File: src/rtl/mem_wb.sv
// MEM/WB pipeline register with an LLbit register and its bypass toward the MEM stage.
// Priority per edge: rst, flush, bubble (MEM stalled, WB running), advance, hold.
module mem_wb (
    input  logic        clk,
    input  logic        rst,
    input  logic [5:0]  stall,
    input  logic        flush,
    input  logic [4:0]  mem_wd,
    input  logic        mem_wreg,
    input  logic [31:0] mem_wdata,
    input  logic        mem_whilo,
    input  logic [31:0] mem_hi,
    input  logic [31:0] mem_lo,
    input  logic        mem_LLbit_we,
    input  logic        mem_LLbit_value,
    input  logic        mem_cp0_reg_we,
    input  logic [4:0]  mem_cp0_reg_waddr,
    input  logic [31:0] mem_cp0_reg_wdata,
    output logic [4:0]  wb_wd,
    output logic        wb_wreg,
    output logic [31:0] wb_wdata,
    output logic        wb_whilo,
    output logic [31:0] wb_hi,
    output logic [31:0] wb_lo,
    output logic        wb_LLbit_we,
    output logic        wb_LLbit_value,
    output logic        wb_cp0_reg_we,
    output logic [4:0]  wb_cp0_reg_waddr,
    output logic [31:0] wb_cp0_reg_wdata,
    output logic        llbit_o
);

    typedef struct packed {
        logic [4:0]  wd;
        logic        wreg;
        logic [31:0] wdata;
        logic        whilo;
        logic [31:0] hi;
        logic [31:0] lo;
        logic        llbit_we;
        logic        llbit_value;
        logic        cp0_we;
        logic [4:0]  cp0_waddr;
        logic [31:0] cp0_wdata;
    } wb_bundle_t;

    wb_bundle_t mem_in;
    wb_bundle_t wb_d, wb_q;
    logic       llbit_d, llbit_q;

    // Only the MEM and WB stall bits matter to this stage.
    logic unused_stall;
    assign unused_stall = ^stall[3:0];

    assign mem_in = '{
        wd:          mem_wd,
        wreg:        mem_wreg,
        wdata:       mem_wdata,
        whilo:       mem_whilo,
        hi:          mem_hi,
        lo:          mem_lo,
        llbit_we:    mem_LLbit_we,
        llbit_value: mem_LLbit_value,
        cp0_we:      mem_cp0_reg_we,
        cp0_waddr:   mem_cp0_reg_waddr,
        cp0_wdata:   mem_cp0_reg_wdata
    };

    always_comb begin
        wb_d = wb_q;
        if (flush) begin
            wb_d = '0;
        end else if (stall[4] && !stall[5]) begin
            wb_d = '0;
        end else if (!stall[4]) begin
            wb_d = mem_in;
        end
    end

    // The LLbit commits from the WB-stage write; a flush clears it even if a write is pending.
    always_comb begin
        llbit_d = llbit_q;
        if (flush) begin
            llbit_d = 1'b0;
        end else if (wb_q.llbit_we) begin
            llbit_d = wb_q.llbit_value;
        end
    end

    always_ff @(posedge clk) begin
        if (rst) begin
            wb_q    <= '0;
            llbit_q <= 1'b0;
        end else begin
            wb_q    <= wb_d;
            llbit_q <= llbit_d;
        end
    end

    assign wb_wd            = wb_q.wd;
    assign wb_wreg          = wb_q.wreg;
    assign wb_wdata         = wb_q.wdata;
    assign wb_whilo         = wb_q.whilo;
    assign wb_hi            = wb_q.hi;
    assign wb_lo            = wb_q.lo;
    assign wb_LLbit_we      = wb_q.llbit_we;
    assign wb_LLbit_value   = wb_q.llbit_value;
    assign wb_cp0_reg_we    = wb_q.cp0_we;
    assign wb_cp0_reg_waddr = wb_q.cp0_waddr;
    assign wb_cp0_reg_wdata = wb_q.cp0_wdata;

    assign llbit_o = wb_q.llbit_we ? wb_q.llbit_value : llbit_q;

endmodule

File: config.mk
export PLATFORM = sky130hd
export DESIGN_NAME = mem_wb
export DESIGN_NICKNAME = d
export VERILOG_FILES = /design/src/rtl/mem_wb.sv
export SDC_FILE = /design/constraint.sdc
export NUM_CORES = 1
export LEC_CHECK = 0
export ABC_CLOCK_PERIOD_IN_PS = 1740
export BUFFER_PORTS_ARGS = -buffer_cell sky130_fd_sc_hd__clkbuf_2
export CAP_MARGIN = 20
export CELL_PAD_IN_SITES_DETAIL_PLACEMENT = 1
export CELL_PAD_IN_SITES_GLOBAL_PLACEMENT = 2
export CORE_MARGIN = 2
export CORE_UTILIZATION = 26
export CTS_CLUSTER_SIZE = 30
export DETAILED_ROUTE_END_ITERATION = 10
export PLACE_DENSITY = 0.82
export REMOVE_ABC_BUFFERS = 1
export SKIP_CTS_REPAIR_TIMING = 1
export SYNTH_ARGS = -nofsm -noshare
export SYNTH_HDL_FRONTEND = slang
export SYNTH_SLANG_ARGS = --single-unit
File: constraint.sdc
create_clock -name clk -period 1.74 [get_ports clk]
set_input_delay 0.348 -clock clk [delete_from_list [all_inputs] [get_ports clk]]
set_output_delay 0.348 -clock clk [all_outputs]
set_load 0.03 [all_outputs]
# After elaboration in Yosys (flattened, before gate mapping)
# Cells that the tools add are included.
word_totals:
  elab_cells: 17
  latchBits: 0
  in_bits: 152
  register_bits: 144
  out_inout_bits: 144
  memories: 0
  ram_bits: 0
  romBits: 0
op_classes:
  shifts: 0
  multipliers: 0
  bitwise_logic: 0
  n_div: 0
  order_cmp: 0
  eq_ne: 0
  n_reduce_logical: 4
  n_addsub: 0
  mux: 1
op_table:
  columns: ["operator", "n"]
  rows:
  - ["$reduce_or A3 Y1", 1]
  - ["$reduce_or A2 Y1", 1]
  - ["$logic_and A1 B1 Y1", 1]
  - ["$logic_not A1 Y1", 1]
  - ["$mux W1", 1]

# Longest topological paths before layout
# Gate-level depths: netlist of run 1.
depth:
  word_depth: 3
  depth_mapped: 5
  mapped_depth_nobuf: 2

# Worst setup path after synthesis of run 1
# No wires, ideal clock.
synth_path:
  path_kind: "register -> output"
  startpoint: "register wb_q (netlist bit wb_LLbit_we)"
  endpoint: "output port llbit_o"
  path_slack_ns: 0.426
  t_required_ns: 1.392
  stages_incl_launch_ff: 2
  arrival_ns: 0.966
  n_path_buf: 0
  cell_sequence: "dfxtp_1 mux2_2"
synth_via:
  elab_chain_len: 1
synth_lines:
  columns: ["element", "line_no", "source"]
  rows:
  - ["start, declared", "48", "wb_bundle_t wb_d, wb_q;"]
  - ["start signal, assigned", "95", "wb_q <= wb_d;"]
  - ["$mux W1", null, null]
  - ["end, declared", "30", "output logic llbit_o"]
# No other way between the ends.

# Worst setup path after layout of run 1
# Ends and elaborated chain as after synthesis.

==> results.toml, run 1 <==
[run_status]
outcome = "completed"

[cts]
cts_tree = "yes"
clkSinkCount = 144
clkLatencyLatePin_ns = 0.41
clk_pin_slew_ns = 0.06
htree_levels = 4
clockRootBuffer = "clkbuf_16"
cts-buffers-inserted = 17
cts_max_path_buffers = 2

[timing]
holdWs_ns = 0.1603
finalCriticalPeriod_ns = 1.668
clock-skew-final_ns = 0.006746
max-slew-margin-rel = 0.5072
tightest_slew_ns = 0.7392
finalHoldViolCount = 0
finalMaxSlewViolations = 0
max_freq_mhz = 599.5
tns_ns = 0
finalSetupViolations = 0
rsz0062_at_grt = "no"
period_share = 0.9586

[pwr]
ir_drop_mv = 0.5935
power.density_mw_per_mm2 = 1094
leakage_uw = 0.003420

[cells_and_area]
stdcell_area_mm2 = 0.007920
insertedDiodeCount = 0
stdcell_count = 1187
fin_nets = 1051
synthToLayoutAreaGrowth_pct = 41.20
utilization = 0.3756
layout-drive-gt1-share = 0.3673
final_common_cell = "clkbuf_2"
layout_common_cells = "clkbuf_2, dfxtp_1, nand2b_1, nand3_1, a21oi_1"

[floorplan]
die_area_mm2 = 0.02276
initial_core_util = 0.2660
core_area_mm2 = 0.02109
fp.dieH_um = 150.9
dieWidth_um = 150.9
std_cell_rows = 53
io_pins = 296

[job]
maxCapViolations = 0

[drt]
vias_per_cell = 4.525
drt_iter0_markers = 154
vias = 5371
drc = 0
ant_nets = 0
routed_wl_um = 17440
wl_per_cell_um = 14.69
dr.pass1.iters = 4

[critical_path]
crit_arrival_ns = 1.32
crit_path_end_kind = "primary output"
cp_max_fo = 3
crit_type = "flip-flop to primary output"
start_kind = "flip-flop"
critPathRequiredTime_ns = 1.39

[logic_synthesis]
syn_area_mm2 = 0.005609
synth_top_family_by_area = "simple AND/OR/NAND/NOR gates"
synth-compound-area-share = 0.1276
syn_inst = 639
yosys_warnings = 0
synth_xor_area_frac = 0
yosys.area_share.simple = 0.2893
synthAdderAreaFrac = 0
ys_types = 13
ys_seq_area_frac = 0.5139
ys_ff_latch = 144
muxShareOfSynthArea = 0.002008
avgSynthCellArea_um2 = 8.778

[worst_hold_path]
hold_path.class = "primary input to flip-flop"

[placed_design]
routabilityCongestion = 0.7176
placed_area_mm2 = 0.007229
place_hpwl_um = 12150
placedCellCount = 1155
port-buffer-count = 291

[global_routing]
grt_overflow = 0
grt_pass1_vias = 5223
grt_pass1_wl_um = 26920
antenna_found_initial = 0
grt_max_degree = 80
grt.total_usage = 0.1484
cells by family after synthesis:
| group | Yosys count |
|---|---|
| compound gates | 143 |
| simple gates | 288 |
| flops | 144 |
| mux | 1 |
| buf+inv | 63 |
area by class of cell:
cell class	count	area (µm²)
Fill cell	2588	13170
Sequential cell	144	2883
Multi-Input combinational cell	432	2352
Timing Repair Buffer	304	1650
Clock buffer	20	436.7
Tap cell	275	344.1
Clock inverter	12	254.0
power breakdown:
| group | leakage [µW] | internal [µW] | total [µW] | switching, µW |
|---|---|---|---|---|
| logic | 0.00191 | 345 | 897 | 552 |
| registers | 0.00117 | 3390 | 3440 | 48.1 |
| clock network | 0.000334 | 2860 | 4330 | 1470 |
registers in the layout, summed over array words and instances (netlist names):
signal and count:
wb_wd 5, wb_whilo 1, llbit_q 1, wb_wdata 32
wb_lo 32, wb_hi 32, wb_LLbit_we 1, wb_LLbit_value 1
wb_cp0_reg_we 1, wb_cp0_reg_waddr 5, wb_cp0_reg_wdata 32, wb_wreg 1
path summary, 6_finish.rpt:
check / startpoint / to / slack [ns] / cells past startpoint
min: mem_lo[0] / wb_lo[0] / 0.16 / 3
min reg2reg: wb_hi[3] / wb_hi[3] / 0.48 / 2
max: wb_LLbit_we / llbit_o / 0.07 / 2
max reg2reg: wb_LLbit_we / llbit_q / 0.77 / 2
metal layers:
layer  track usage  vias up  part of all wire
met5             0        -                 0
met4       0.05187        0             0.018
met3       0.06114       22             0.089
met2        0.2425      175              0.47
met1        0.1759     2490              0.42
li1              -     2684                 -
synth_stat cells, drive strengths merged:
| cell type | instances | area share |
|---|---|---|
| a21oi | 143 | 0.13 |
| buf | 39 | 0.051 |
| clkbuf | 24 | 0.016 |
| dfxtp | 144 | 0.51 |
| mux2 | 1 | 0.0020 |
| nand2b | 143 | 0.16 |
| nand3 | 143 | 0.13 |
| nor2b | 1 | 0.0011 |
| or2 | 1 | 0.0011 |
critical path, cell delays in order, from the launching register on:
cell,delay [ns]
dfxtp_1,0.36
mux2_2,0.35
clkbuf_2,0.20
stage by stage:
step           setup WS [ns]  power [µW]
6_report             0.07197        8667
5_1_grt              0.02097        9057
4_1_cts              0.03746        8839
3_5_place_dp          0.2731        4429
3_3_place_gp          0.3327        4417
2_1_floorplan         -1.205        3928
(Power assumes the default switching activity.)
==> run 2: changes to the inputs <==
--- a/config.mk
+++ b/config.mk
@@ -5,16 +5,17 @@
 export SDC_FILE = /design/constraint.sdc
 export NUM_CORES = 1
 export LEC_CHECK = 0
+export ABC_AREA = 1
 export ABC_CLOCK_PERIOD_IN_PS = 1740
 export BUFFER_PORTS_ARGS = -buffer_cell sky130_fd_sc_hd__clkbuf_2
 export CAP_MARGIN = 20
 export CELL_PAD_IN_SITES_DETAIL_PLACEMENT = 1
 export CELL_PAD_IN_SITES_GLOBAL_PLACEMENT = 2
 export CORE_MARGIN = 2
-export CORE_UTILIZATION = 26
+export CORE_UTILIZATION = 25
 export CTS_CLUSTER_SIZE = 30
 export DETAILED_ROUTE_END_ITERATION = 10
-export PLACE_DENSITY = 0.82
+export PLACE_DENSITY = 0.84
 export REMOVE_ABC_BUFFERS = 1
 export SKIP_CTS_REPAIR_TIMING = 1
 export SYNTH_ARGS = -nofsm -noshare
==> run 2 against run 1 <==
Fmax is 13% higher. Die area is 21% higher. Register-to-register slack better by 0.20 ns. Clock power is 10% lower. Clock skew is 0.0062 ns lower. Sequential cell count stayed put. Count of clock-buffer cells in the layout is 3 lower. Via count is 20% higher. Largest power group unchanged.
==> results.toml, run 2 <==
[critical_path]
crit_type = "flip-flop to primary output"
crit_chain = "nand2_1 -> nand2_1 -> clkbuf_2"
critPathMostFrequentCell = "nand2_1"
worstReg2RegEnd = "llbit_q"
crit_path_end_kind = "primary output"
reg2reg_slack_ns = 0.97
cp_max_fo = 4
crit_arrival_ns = 1.12
cpPeakStageDelay_ns = 0.38
critPathRequiredTime_ns = 1.39
cpMaxStageDelayCell = "dfxtp_1"
start_kind = "flip-flop"
r2r_start = "wb_LLbit_we"
r2r_cells = 4

[cts]
htree_levels = 4
cts_max_path_buffers = 2
clkSinkCount = 144
clockRootBuffer = "clkbuf_16"
clkLatencyLatePin_ns = 0.41
clk_pin_slew_ns = 0.07
cts-buffers-inserted = 17
cts_tree = "yes"

[floorplan]
die_area_mm2 = 0.02747
core_area_mm2 = 0.02584
io_pins = 296
initial_core_util = 0.2532
dieWidth_um = 165.8
std_cell_rows = 59
fp.dieH_um = 165.8

[drt]
drt_iter0_markers = 243
vias = 6445
vias_per_cell = 3.827
drc = 0
routed.top_layer = "met4"
wl_per_cell_um = 11.01
wl_met1_um = 8071
ant_nets = 0
dr_wl_met3_um = 1489
dr.pass1.iters = 4
routed_wl_um = 18540
wl_met2_um = 8660

[timing]
finalSetupViolations = 0
rsz0062_at_grt = "no"
max-slew-margin-rel = 0.7328
finalHoldViolCount = 0
clock-skew-final_ns = 0.0005659
max_freq_mhz = 679.5
tightest_slew_ns = 0.4008
period_share = 0.8458
holdWs_ns = 0.2337
finalCriticalPeriod_ns = 1.472
finalMaxSlewViolations = 0

[cells_and_area]
multi_input_area_mm2 = 0.002236
stdcell_count = 1684
fin_nets = 1491
final_common_cell = "nor2_1"
seq_area_mm2 = 0.002883
synthToLayoutAreaGrowth_pct = 36.67
insertedDiodeCount = 0
fill_cells = 3450
layout_common_cells = "nor2_1, clkbuf_2, inv_1"
layout-drive-gt1-share = 0.2891

[logic_synthesis]
yosys_warnings = 0
ys_ff_latch = 144
synth_top_cell_by_area = "dfxtp_1"
synthTopCellsByCount = "nor2_1, inv_1, dfxtp_1"
syn_inst = 1058
yosysMostFrequentCell = "nor2_1"
synthTopCellsByArea = "dfxtp_1, nor2_1, inv_1, nand2_1, buf_6"
dominantRegCellSynth = "dfxtp_1"
async_flop_share = 0
avgSynthCellArea_um2 = 6.183
synth_edf_count = 0
syn_area_mm2 = 0.006541
ys_types = 12
ys_seq_area_frac = 0.4407
synth_top_area_frac = 0.4407

[placed_design]
place_hpwl_um = 14030
placedCellCount = 1655
port-buffer-count = 291
routabilityCongestion = 0.7579

[pwr]
leakage_uw = 0.005782
seqPwrFrac = 0.413
power.density_mw_per_mm2 = 928.3
ir_drop_mv = 0.4997
clockPowerShare = 0.469
p_int_uw = 6146
switching_share = 0.2594
p_switching_uw = 2152
p_comb_frac = 0.118

[global_routing]
grt_max_degree = 83
grt_pass1_vias = 6314
grt.total_usage = 0.1358
antenna_found_initial = 0
grt_pass1_wl_um = 30680
grt_overflow = 0

[worst_hold_path]
hold_path.class = "primary input to flip-flop"
min_to = "wb_hi[24]"
min_from = "mem_hi[24]"
hold_depth = 5

[job]
maxCapViolations = 0

[run_status]
outcome = "completed"
run 2: cell types whose count changed after synthesis, sizes merged, moves of 8 or more:
cell,change
clkbuf,-24
buf,+8
a21oi,-143
inv,+288
nand2b,-143
nand2,+148
nor2,+430
nand3,-143
run 2: logic make-up after synthesis:
logic type             synth area share
buffers and inverters            0.2182
DFF                              0.4407
and+or+nand+nor                  0.3410
run 2: critical path, delay by kind of cell, from the launching register on:
family,cells,cell delay (ns)
buffers and inverters,1,0.20
DFF,1,0.38
and+or+nand+nor,2,0.14
run 2: worst max path at each step:
stage                     slack [ns]             end   startpoint  depth (start not counted)
after floorplan                -0.30  wb_LLbit_value     stall[5]                          4
after detailed placement        0.28       wb_hi[22]     stall[4]                          6
after global routing            0.16         llbit_o  wb_LLbit_we                          4
after global placement          0.30    wb_wdata[12]     stall[4]                          6
final                           0.27         llbit_o  wb_LLbit_we                          3
after CTS                       0.22         llbit_o  wb_LLbit_we                          4
run 2: layout make-up:
cell class / instances / area share
Sequential cell: 144 / 0.3225
Tap cell: 335 / 0.04689
Timing Repair Buffer: 309 / 0.1916
Multi-Input combinational cell: 579 / 0.2501
Clock buffer: 17 / 0.04759
Inverter: 288 / 0.1209
Clock inverter: 12 / 0.02043
run 2: stage by stage:
step	utilization	setup slack (ns)	instance area, µm²	total power [µW]	TNS (ns)
3_5_place_dp	0.3225	0.2836	8332	4504	0
5_1_grt	0.3460	0.1640	8940	8716	0
2_1_floorplan	-	-0.2956	6195	4006	-41.61
3_3_place_gp	0.3225	0.3035	8332	4491	0
4_1_cts	0.3460	0.2218	8940	8482	0
6_report	0.3460	0.2683	8940	8298	0
run 2: layer usage:
layer  vias to the layer above  track usage
met5                         -            0
met4                         0      0.04386
met3                        19      0.05100
met2                       179       0.2304
met1                      2825       0.1586
li1                       3422            -
run 2: power groups by stage:
stage	clock network, µW	registers, µW	logic (µW)
final	3890	3430	978
after floorplan	0	3670	332
after global routing	4170	3440	1110
after CTS	4050	3430	1000
after detailed placement	0	3510	998
after global placement	0	3500	990
